File: config.mk
export PLATFORM = sky130hd
export DESIGN_NAME = alarm_sequencer
export DESIGN_NICKNAME = d
export VERILOG_FILES = /design/src/rtl/alarm_pkg.sv /design/src/rtl/alarm_sec_timer.sv /design/src/rtl/alarm_sequencer.sv
export SDC_FILE = /design/constraint.sdc
export NUM_CORES = 1
export LEC_CHECK = 0
export ABC_AREA = 0
export CORE_MARGIN = 4
export CORE_UTILIZATION = 47
export DETAILED_ROUTE_END_ITERATION = 12
export PLACE_DENSITY = 0.91
export SYNTH_ARGS = -nofsm -noshare
export SYNTH_HDL_FRONTEND = slang
export SYNTH_HIERARCHICAL = 1
export SYNTH_SLANG_ARGS = --single-unit
File: constraint.sdc
create_clock -name clk -period 6.3 [get_ports clk]
set_clock_uncertainty 0.2 [all_clocks]
set_input_delay 0.63 -clock clk [delete_from_list [all_inputs] [get_ports clk]]
set_output_delay 0.63 -clock clk [all_outputs]
set_load 0.02 [all_outputs]
File: src/rtl/alarm_pkg.sv
// alarm_pkg: state encodings, BCD time width and default timeouts for the alarm sequencer.
package alarm_pkg;
    typedef enum logic [1:0] {
        IDLE     = 2'd0,
        RINGING  = 2'd1,
        SNOOZE   = 2'd2,
        SILENCED = 2'd3
    } alarm_state_e;
    localparam int TIME_W      = 16;
    localparam int RING_DEF_S  = 60;
    localparam int SNOOZE_DEF_S = 300;
endpackage

File: src/rtl/alarm_sec_timer.sv
// alarm_sec_timer: tick-driven saturating second counter with clear and terminal-count flag.
module alarm_sec_timer #(
    parameter int W = 9
) (
    input  logic         clk,
    input  logic         rst,
    input  logic         clr_i,
    input  logic         tick_i,
    input  logic [W-1:0] tc_val_i,
    output logic         tc_o
);
    logic [W-1:0] cnt_q, cnt_d;
    always_comb cnt_d = clr_i ? '0 : (tick_i && cnt_q != '1) ? cnt_q + 1'b1 : cnt_q;
    always_ff @(posedge clk or negedge rst)
        if (!rst) cnt_q <= '0;
        else      cnt_q <= cnt_d;
    assign tc_o = cnt_q == tc_val_i;
endmodule

File: src/rtl/alarm_sequencer.sv
// alarm_sequencer: sequences ring, snooze and dismiss from a running-time/alarm-time match.
// Define ALARM_SNOOZE_EN to enable the SNOOZE state; otherwise btn_snooze acts as dismiss.
module alarm_sequencer
    import alarm_pkg::*;
#(
    parameter int RING_TIMEOUT_S = RING_DEF_S,
    parameter int SNOOZE_S       = SNOOZE_DEF_S,
    parameter int BLINK_TICKS    = 1
) (
    input  logic              clk,
    input  logic              rst,
    input  logic              tick_1hz,
    input  logic [TIME_W-1:0] cur_time,
    input  logic [TIME_W-1:0] alm_time,
    input  logic              clock_run,
    input  logic              armed,
    input  logic              btn_dismiss,
    input  logic              btn_snooze,
    output logic              ringing,
    output logic              buzz,
    output logic              snoozed,
    output logic [1:0]        state_o
);
`ifdef ALARM_SNOOZE_EN
    localparam int CNT_MAX = RING_TIMEOUT_S > SNOOZE_S ? RING_TIMEOUT_S : SNOOZE_S;
`else
    localparam int CNT_MAX = RING_TIMEOUT_S;
`endif
    localparam int CNT_W = $clog2(CNT_MAX);
    localparam int BW = BLINK_TICKS > 1 ? $clog2(BLINK_TICKS) : 1;
    localparam logic [CNT_W-1:0] RING_TC = CNT_W'(RING_TIMEOUT_S - 1);
    localparam logic [BW-1:0] BLINK_TC = BW'(BLINK_TICKS - 1);
    alarm_state_e state_q, state_d;
    logic match, match_q, primed_q, trigger, clr, cnt_en, tc, dismiss, snooze_req;
    logic phase_q, phase_d, ringing_q, buzz_q;
    logic [BW-1:0] bcnt_q, bcnt_d;
    logic [1:0] st_q;
    logic [CNT_W-1:0] tc_val;
    assign match = armed & clock_run & (cur_time == alm_time);
    // primed_q keeps a match already true at reset release from counting as a rising edge
    assign trigger = match & ~match_q & primed_q;
    assign cnt_en = tick_1hz & ~btn_dismiss & ~btn_snooze & (state_q == RINGING || state_q == SNOOZE);
    assign clr = state_d != state_q;
`ifdef ALARM_SNOOZE_EN
    localparam logic [CNT_W-1:0] SNOOZE_TC = CNT_W'(SNOOZE_S - 1);
    logic snoozed_q;
    assign dismiss = btn_dismiss;
    assign snooze_req = btn_snooze;
    assign tc_val = state_q == SNOOZE ? SNOOZE_TC : RING_TC;
    assign snoozed = snoozed_q;
`else
    assign dismiss = btn_dismiss | btn_snooze;
    assign snooze_req = 1'b0;
    assign tc_val = RING_TC;
    assign snoozed = 1'b0;
`endif
    alarm_sec_timer #(.W(CNT_W)) u_timer (
        .clk      (clk),
        .rst      (rst),
        .clr_i    (clr),
        .tick_i   (cnt_en),
        .tc_val_i (tc_val),
        .tc_o     (tc)
    );
    always_comb begin
        state_d = state_q;
        if (!armed) state_d = IDLE;
        else begin
            case (state_q)
                IDLE:     if (trigger) state_d = RINGING;
                RINGING:  if (dismiss) state_d = SILENCED;
                          else if (snooze_req) state_d = SNOOZE;
                          else if (tick_1hz && tc) state_d = SILENCED;
`ifdef ALARM_SNOOZE_EN
                SNOOZE:   if (btn_dismiss) state_d = IDLE;
                          else if (cnt_en && tc) state_d = RINGING;
`endif
                SILENCED: if (!match) state_d = IDLE;
                default:  state_d = IDLE;
            endcase
        end
    end
    always_comb begin
        phase_d = phase_q;
        bcnt_d = bcnt_q;
        if (state_d != RINGING) begin
            phase_d = 1'b0;
            bcnt_d = '0;
        end else if (state_q != RINGING) begin
            phase_d = 1'b1;
            bcnt_d = '0;
        end else if (tick_1hz) begin
            phase_d = bcnt_q == BLINK_TC ? ~phase_q : phase_q;
            bcnt_d = bcnt_q == BLINK_TC ? '0 : bcnt_q + 1'b1;
        end
    end
    always_ff @(posedge clk or negedge rst) begin
        if (!rst) begin
            state_q <= IDLE;
            match_q <= 1'b0;
            primed_q <= 1'b0;
            phase_q <= 1'b0;
            bcnt_q <= '0;
            ringing_q <= 1'b0;
            buzz_q <= 1'b0;
            st_q <= 2'd0;
        end else begin
            state_q <= state_d;
            match_q <= match;
            primed_q <= 1'b1;
            phase_q <= phase_d;
            bcnt_q <= bcnt_d;
            ringing_q <= state_q == RINGING;
            buzz_q <= (state_q == RINGING) & phase_q;
            st_q <= state_q;
        end
    end
`ifdef ALARM_SNOOZE_EN
    always_ff @(posedge clk or negedge rst)
        if (!rst) snoozed_q <= 1'b0;
        else      snoozed_q <= state_q == SNOOZE;
`endif
    assign ringing = ringing_q;
    assign buzz = buzz_q;
    assign state_o = st_q;
endmodule
==> summary.md, run 1 <==
| Metric | Value |
|---|---|
| Via density | `5.76` |
| Nets | `between 200 and 250` |
| Worst-case clock buffer depth | `2` |
| IO Port Bufs | `42` |
| Post-DP HPWL | `2550 microns` |
| DRC Markers | `0` |
| Via count | `1180` |
| Pleak | `0.654 nW` |
| Drt initial violations | `37` |
| Initial antenna violation count | `0` |
| Clock latency on the worst-skew pair | `0.29 ns` |
| Worst Reg-to-Reg Cells | `7` |
| Post-synth ARST share | `100%` |
| Congestion Overflow GR | `0` |
| Post-route setup TNS | `0 ns` |
| WL met3 | `325 microns` |
| Startpoint types | `input port` |
| RSZ-0062 raised after global routing | `false` |
| Capturing point of the worst reg2reg path | `u_timer/cnt_q[3]` |
| Pre-Repair DR Iteration Count | `4` |
| Vias in the first global route | `1201` |
| YS warnings | `6` |
| WP data arrival | `2.90 ns` |
| Status | `completed` |
| Postcts setup bufs | `0` |
| Storage cell area | `375 sq um` |
| Core ar. | `about 2300 sq um` |
| Commonest cells post-synth | `xnor2_1, dfrtp_1, nand2_1` |
| Layout cells sized above 1 | `5.65%` |
| # diodes | `0` |
| Most numerous cell in the Yosys netlist | `xnor2_1` |
| Slew headroom | `28.6%` |
| Endpoints failing setup | `0` |
| VDD IR-drop max | `115 uV` |
| Syn_area_per_cell | `approximately 9 sq um` |
| CP endpoint | `u_timer/cnt_q[0]` |
| Die Ht | `57.8 microns` |
| Highest Signal Layer | `met4` |
| # fillers | `166` |
| Largest net degree at the start of global routing | `16` |
| WP data required | `6.28 ns` |
| P&R area growth vs syn | `41.8%` |
| Hold Violations, Final | `0` |
| Multi-input gate area | `769 sq um` |
| Final Max Tran Viols | `0` |
| M1 WL | `1120 microns` |
| Final Cycle Share | `about 46%` |
| Die span in x | `approximately 58 microns` |
| Post-synthesis register bit count | `15` |
| Number of CTS-inserted buffers | `3` |
| Top_reg_cell synth | `dfrtp_1` |
| Post-CTS Hold Buffers | `0` |
| CTS Sinks | `15` |
| WL final | `3050 microns` |
| Routed wl met2 | `approximately 1500 microns` |
| Clk slew on worst S/H paths | `0.09 ns` |
| I/O Pins | `44` |
| Die area | `3340 sq um` |
| Final Core Density | `72.5%` |
| Tot GR Track Use | `20.0%` |
| Mapped Cells | `128` |
| Worst Max-Slew Pin Slew | `1.06 ns` |
| CP max FO | `8` |
| Minimum clock period | `2.92 ns` |
| First-pass GRT wire length | `5150 microns` |
| WL per Instance | `approximately 15 microns` |
| Critical path origin | `alm_time[0]` |
| Crit path capture type | `flip-flop` |
| R2R Path Start | `state_q[0]` |
| Register area share after synthesis | `32.3%` |
| Synth area leaders | `dfrtp_1, xnor2_1, ha_1` |
| Antenna violation net count after detailed routing | `0` |
| Largest area contributor in the netlist | `dfrtp_1` |
| TritonCTS clock tree | `done` |
| Maxcap violations | `0` |
| Gpl congestion | `~0.98` |
| H-tree level count | `1` |
| Area of the mapped netlist | `1160 sq um` |
| Synth unique cells | `38` |
| FMAX | `342 MHz` |
| Cell row count | `17` |
| Cell Pwr Density | `151 nW/um^2` |
| CTS root buffer | `clkbuf_4` |
| Effective utilization at floorplan | `51.1%` |
| Crit path kind | `in -> reg` |
| Hold Path Class | `reg -> reg` |
| PostCTS Resize Cnt | `0` |
| Worst reg2reg setup slack | `between 3 and 4 ns` |
| Number of synthesized flops with an enable pin | `0` |
| Synth top area share | `between 30% and 40%` |
==> report_power, final <==
part	leakage, nW	switching [mW]	internal, mW	total (mW)
Clock	0.0177	0.0326	0.0237	0.0562
Combinational	0.431	0.0400	0.0467	0.0868
Sequential	0.206	0.00544	0.101	0.106
==> layer usage <==
metal	vias up	global-route usage (%)
li1	558	-
met1	529	21.4
met2	87	36.1
met3	6	5.57
met4	0	9.27
met5	-	0
==> worst min path at each step <==
stage / from / endpoint / slack, ns / depth (start not counted)
floorplan: rst / buzz / 0.13 / 0
global placement: phase_q / buzz / 0.29 / 1
detailed placement: state_q[0] / state_o[0] / 0.30 / 0
CTS: state_q[0] / state_o[0] / 0.33 / 0
global route: state_q[0] / state_o[0] / 0.34 / 0
finish: phase_q / buzz / 0.34 / 1
==> kinds of logic (layout without fill, tap and decap cells) <==
kind of cell,after synthesis,in the layout,share of synthesized area [%]
compound gates,25,25,16.6
xor+xnor,23,23,17.3
fa+ha+maj,5,5,5.38
buf+inv,9,52,3.55
flops,15,15,32.3
other cells,2,8,0.645
simple gates,49,49,24.3
==> area by class of cell <==
cell class / instances / share of cell area [%]
multi-input cells: 110 / 46.6
repair buffers: 42 / 25.5
clock buffers: 3 / 1.36
flip-flops and latches: 15 / 22.7
well taps: 28 / 2.12
inverters: 6 / 1.36
clock inverters: 1 / 0.303
==> cells in the final DEF (no fill, tap or decap), drive strengths merged <==
cell	n
o21a	1
nand4	7
a31oi	6
nor3b	3
and2	6
xor2	3
a221oi	1
a22oi	1
xnor2	20
dfrtp	15
nor2	6
o311ai	2
and3	1
nand2b	1
ha	5
inv	6
clkinv	1
a211oi	4
clkdlybuf4s50	42
nand2	8
a2111oi	1
a311oi	1
o311a	1
nor4	3
a21oi	3
a211o	1
conb	8
nor3	4
nor2b	5
o21ai	1
clkbuf	3
a31o	1
nand3	5
o21bai	1
==> per-stage QoR <==
stage                     hold WS [ns]  setup WS (ns)  area (sq um)  instances  power (mW)
after CTS                        0.327           3.40          1650        205       0.249
after detailed placement         0.301           3.12          1620        201       0.194
after global routing             0.343           3.14          1650        205       0.264
after floorplan                  0.134           3.86          1190        134       0.154
final                            0.337           3.38          1650        205       0.249
after global placement           0.285           3.28          1620        201       0.189
==> worst max-delay path, cell delays in order <==
cell and delay [ns]:
clkdlybuf4s50_1 0.47, xnor2_1 0.12, nand4_1 0.19, nor4_2 0.46, a31oi_1 0.16, a211o_1 0.40, nor3b_1 0.24, a31oi_1 0.07
o311ai_1 0.17
==> state kept, by name, indices dropped and copies added (netlist names) <==
register and count:
primed_q 1, state_o 2, phase_q 1, state_q 2, u_timer/cnt_q 6, buzz 1, ringing 1, match_q 1
(Power assumes the default switching activity.)
==> inputs of run 2 (changes only) <==
--- a/config.mk
+++ b/config.mk
@@ -7,9 +7,9 @@
 export LEC_CHECK = 0
 export ABC_AREA = 0
 export CORE_MARGIN = 4
-export CORE_UTILIZATION = 47
+export CORE_UTILIZATION = 39
 export DETAILED_ROUTE_END_ITERATION = 12
-export PLACE_DENSITY = 0.91
+export PLACE_DENSITY = 0.81
 export SYNTH_ARGS = -nofsm -noshare
 export SYNTH_HDL_FRONTEND = slang
 export SYNTH_HIERARCHICAL = 1
==> constraint.sdc (replaced) <==
create_clock -name clk -period 2.5 [get_ports clk]
set_clock_uncertainty 0.2 [all_clocks]
set_input_delay 0.25 -clock clk [delete_from_list [all_inputs] [get_ports clk]]
set_output_delay 0.25 -clock clk [all_outputs]
set_load 0.02 [all_outputs]
==> summary.md, run 2 (synthesis results as in run 1) <==
| Metric | Value |
|---|---|
| Cell row count | `19 (was 17)` |
| Die span in x | `62.6 microns (was 57.8 microns)` |
| Critical path origin | `u_timer/cnt_q[5] (was alm_time[0])` |
| Pre-CTS setup slack | `-0.111 ns (was 3.12 ns)` |
| Final Core Density | `65.3% (was 72.5%)` |
| M2 GR Usage | `29.4% (was 36.1%)` |
| Pre-Repair DR Iteration Count | `4 (unchanged)` |
| Via density | `5.46 (was 5.76)` |
| Final Cycle Share | `97.1%` |
| Maxcap violations | `0 (unchanged)` |
| Post-DP HPWL | `2490 microns (was 2550 microns)` |
| Largest register FFs | `6 (unchanged)` |
| Vias in the first global route | `1248 (was 1201)` |
| Layout cells sized above 1 | `20.3% (was 5.65%)` |
| CP dominant cell by count | `a31oi_1 (unchanged)` |
| Worst-case clock buffer depth | `2 (unchanged)` |
| Effective utilization at floorplan | `41.5% (was 51.1%)` |
| Nets | `237 (was 222)` |
| WL final | `3130 microns (was 3050 microns)` |
| CP endpoint | `u_timer/cnt_q[0] (unchanged)` |
| TritonCTS clock tree | `done (unchanged)` |
| CP cell instances | `xnor2_1 > nand4_1 > nor3_2 > a2111oi_2 > nor2b_1 > a221oi_2 > a31oi_1 > a211o_2 > nor2_2 > a31oi_1 > o311ai_2 (was clkdlybuf4s50_1 > xnor2_1 > nand4_1 > nor4_2 > a31oi_1 > a211o_1 > nor3b_1 > a31oi_1 > o311ai_1)` |
| Capturing point of the worst reg2reg path | `u_timer/cnt_q[0] (was u_timer/cnt_q[3])` |
| Commonest non-fill, non-tap cell in the layout | `clkdlybuf4s50_1 (unchanged)` |
| Via count | `1218 (was 1180)` |
| Antenna violation net count after detailed routing | `0 (unchanged)` |
| Slew headroom | `55.4% (was 28.6%)` |
| DRC Markers | `0 (unchanged)` |
| Endpoints failing setup | `0 (unchanged)` |
| Number of CTS-inserted buffers | `3 (unchanged)` |
| Initial antenna violation count | `0 (unchanged)` |
| CTS Sinks | `15 (unchanged)` |
| Worst path bufs/invs | `0 (was 1)` |
| Tot GR Track Use | `15.7% (was 20.0%)` |
| Hold Path Class | `in -> async (was reg -> reg)` |
| Hold Violations, Final | `0 (unchanged)` |
| GR Util met3 | `5.58% (was 5.57%)` |
| Gpl congestion | `0.893 (was 0.985)` |
| WP data required | `2.49 ns (was 6.28 ns)` |
| RSZ-0062 raised after global routing | `true (was false)` |
| Multi-input gate area | `833 sq um (was 769 sq um)` |
| Crit path capture type | `flip-flop (unchanged)` |
| Placed Cells | `217 (was 201)` |
| Largest net degree at the start of global routing | `16 (unchanged)` |
| Die Ht | `62.6 microns (was 57.8 microns)` |
| Status | `completed (unchanged)` |
| Hold_ws | `0.162 ns (was 0.337 ns)` |
| Minimum clock period | `2.43 ns` |
| Storage cell area | `375 sq um (unchanged)` |
| CP max FO | `6 (was 8)` |
| Final non-filler cell total | `223 (was 205)` |
| Setup slack after layout | `0.0726 ns (was 3.38 ns)` |
| CP top delay family | `compound AO/OA/AOI/OAI gates (was simple AND/OR/NAND/NOR gates)` |
| Worst Max-Slew Pin Slew | `0.667 ns (was 1.06 ns)` |
| Post-CTS Hold Buffers | `0 (unchanged)` |
| CTS root buffer | `clkbuf_4 (unchanged)` |
| Cell Pwr Density | `364 nW/um^2 (was 151 nW/um^2)` |
| Crit path kind | `reg -> reg (was in -> reg)` |
| R2R Path Start | `u_timer/cnt_q[5] (was state_q[0])` |
| Congestion Overflow GR | `0 (unchanged)` |
| # fillers | `240 (was 166)` |
| IO Port Bufs | `42 (unchanged)` |
| H-tree level count | `1 (unchanged)` |
| WL per Instance | `14.0 microns (was 14.9 microns)` |
| P&R area growth vs syn | `57.5% (was 41.8%)` |
| Worst Reg-to-Reg Cells | `11 (was 7)` |
| Pleak | `0.748 nW (was 0.654 nW)` |
| WP data arrival | `2.42 ns (was 2.90 ns)` |
| Worst reg2reg setup slack | `0.07 ns (was 3.50 ns)` |
| First-pass GRT wire length | `5060 microns (was 5150 microns)` |
| Final Max Tran Viols | `0 (unchanged)` |
| FMAX | `412 MHz` |
| # diodes | `0 (unchanged)` |
| I/O Pins | `44 (unchanged)` |
| Busiest layer in global routing | `met2 (unchanged)` |
| Die area | `3920 sq um (was 3340 sq um)` |
| Clk slew on worst S/H paths | `0.10 ns (was 0.09 ns)` |
| CP peak stage delay | `0.42 ns (was 0.47 ns)` |
| VDD IR-drop max | `151 uV (was 115 uV)` |
| Core ar. | `2810 sq um (was 2280 sq um)` |
| Commonest non-fill, non-tap cells in the layout | `clkdlybuf4s50_1, xnor2_1, dfrtp_1, buf_4 (was clkdlybuf4s50_1, xnor2_1, dfrtp_1, nand2_1, conb_1)` |
| Max stage delay cell, worst path | `dfrtp_1 (was clkdlybuf4s50_1)` |
| Met1 global-route usage | `15.2% (was 21.4%)` |
| Clock latency on the worst-skew pair | `0.29 ns (about the same)` |
| Reg with most FFs | `u_timer/cnt_q (unchanged)` |
| Drt initial violations | `46 (was 37)` |
| Startpoint types | `flip-flop (was input port)` |
| Critical path depth | `11 (was 9)` |
## run 2: cell types whose count changed in the layout (fill, tap and decap cells not counted), sizes merged
cell and delta:
buf +15, clkinvlp +1, clkinv -1
## run 2: worst min path at each step
stage / startpoint / end / slack (ns) / depth (start not counted)
after floorplan: rst / buzz / -0.25 / 0
after global placement: phase_q / buzz / 0.29 / 1
after detailed placement: phase_q / buzz / 0.31 / 1
after CTS: rst / u_timer/cnt_q[4] / 0.16 / 1
after global routing: rst / u_timer/cnt_q[4] / 0.20 / 1
final: rst / u_timer/cnt_q[4] / 0.16 / 1
## run 2: area by class of cell
type | count | share of cell area [%]
Inverter | 6 | 1.23
Clock buffer | 3 | 1.23
Clock inverter | 1 | 0.410
Multi-Input combinational cell | 110 | 45.5
Timing Repair Buffer | 57 | 29.1
Sequential cell | 15 | 20.5
Tap cell | 31 | 2.12
## run 2: metrics by stage
stage | power (mW) | area (sq um) | setup TNS [ns]
4_1_cts | 0.658 | 1770 | -0.0499
2_1_floorplan | 0.387 | 1190 | 0
3_3_place_gp | 0.499 | 1720 | 0
6_report | 0.667 | 1830 | 0
5_1_grt | 0.708 | 1830 | -0.302
3_5_place_dp | 0.510 | 1720 | -0.263
## run 2: report_power, final
group	switching, mW	total (mW)	leakage (nW)	internal [mW]
registers	0.00913	0.264	0.206	0.255
logic	0.116	0.260	0.528	0.144
clock network	0.0828	0.144	0.0139	0.0608
total	0.208	0.667	0.748	0.459
## run 2: routing by layer
layer	part of all wire, %	vias to the layer above	routed length [microns]
li1	-	585	-
met1	36	577	1130
met2	55	49	1710
met3	7.8	7	245
met4	1.5	0	47
met5	0	-	0
## run 2: what timing repair did
action	CTS	global route
endpoints found under the setup margin	2	6
gates resized for setup	2	12
buffers inserted	1	1
hold endpoints to repair	0	0
pin swaps	2	3
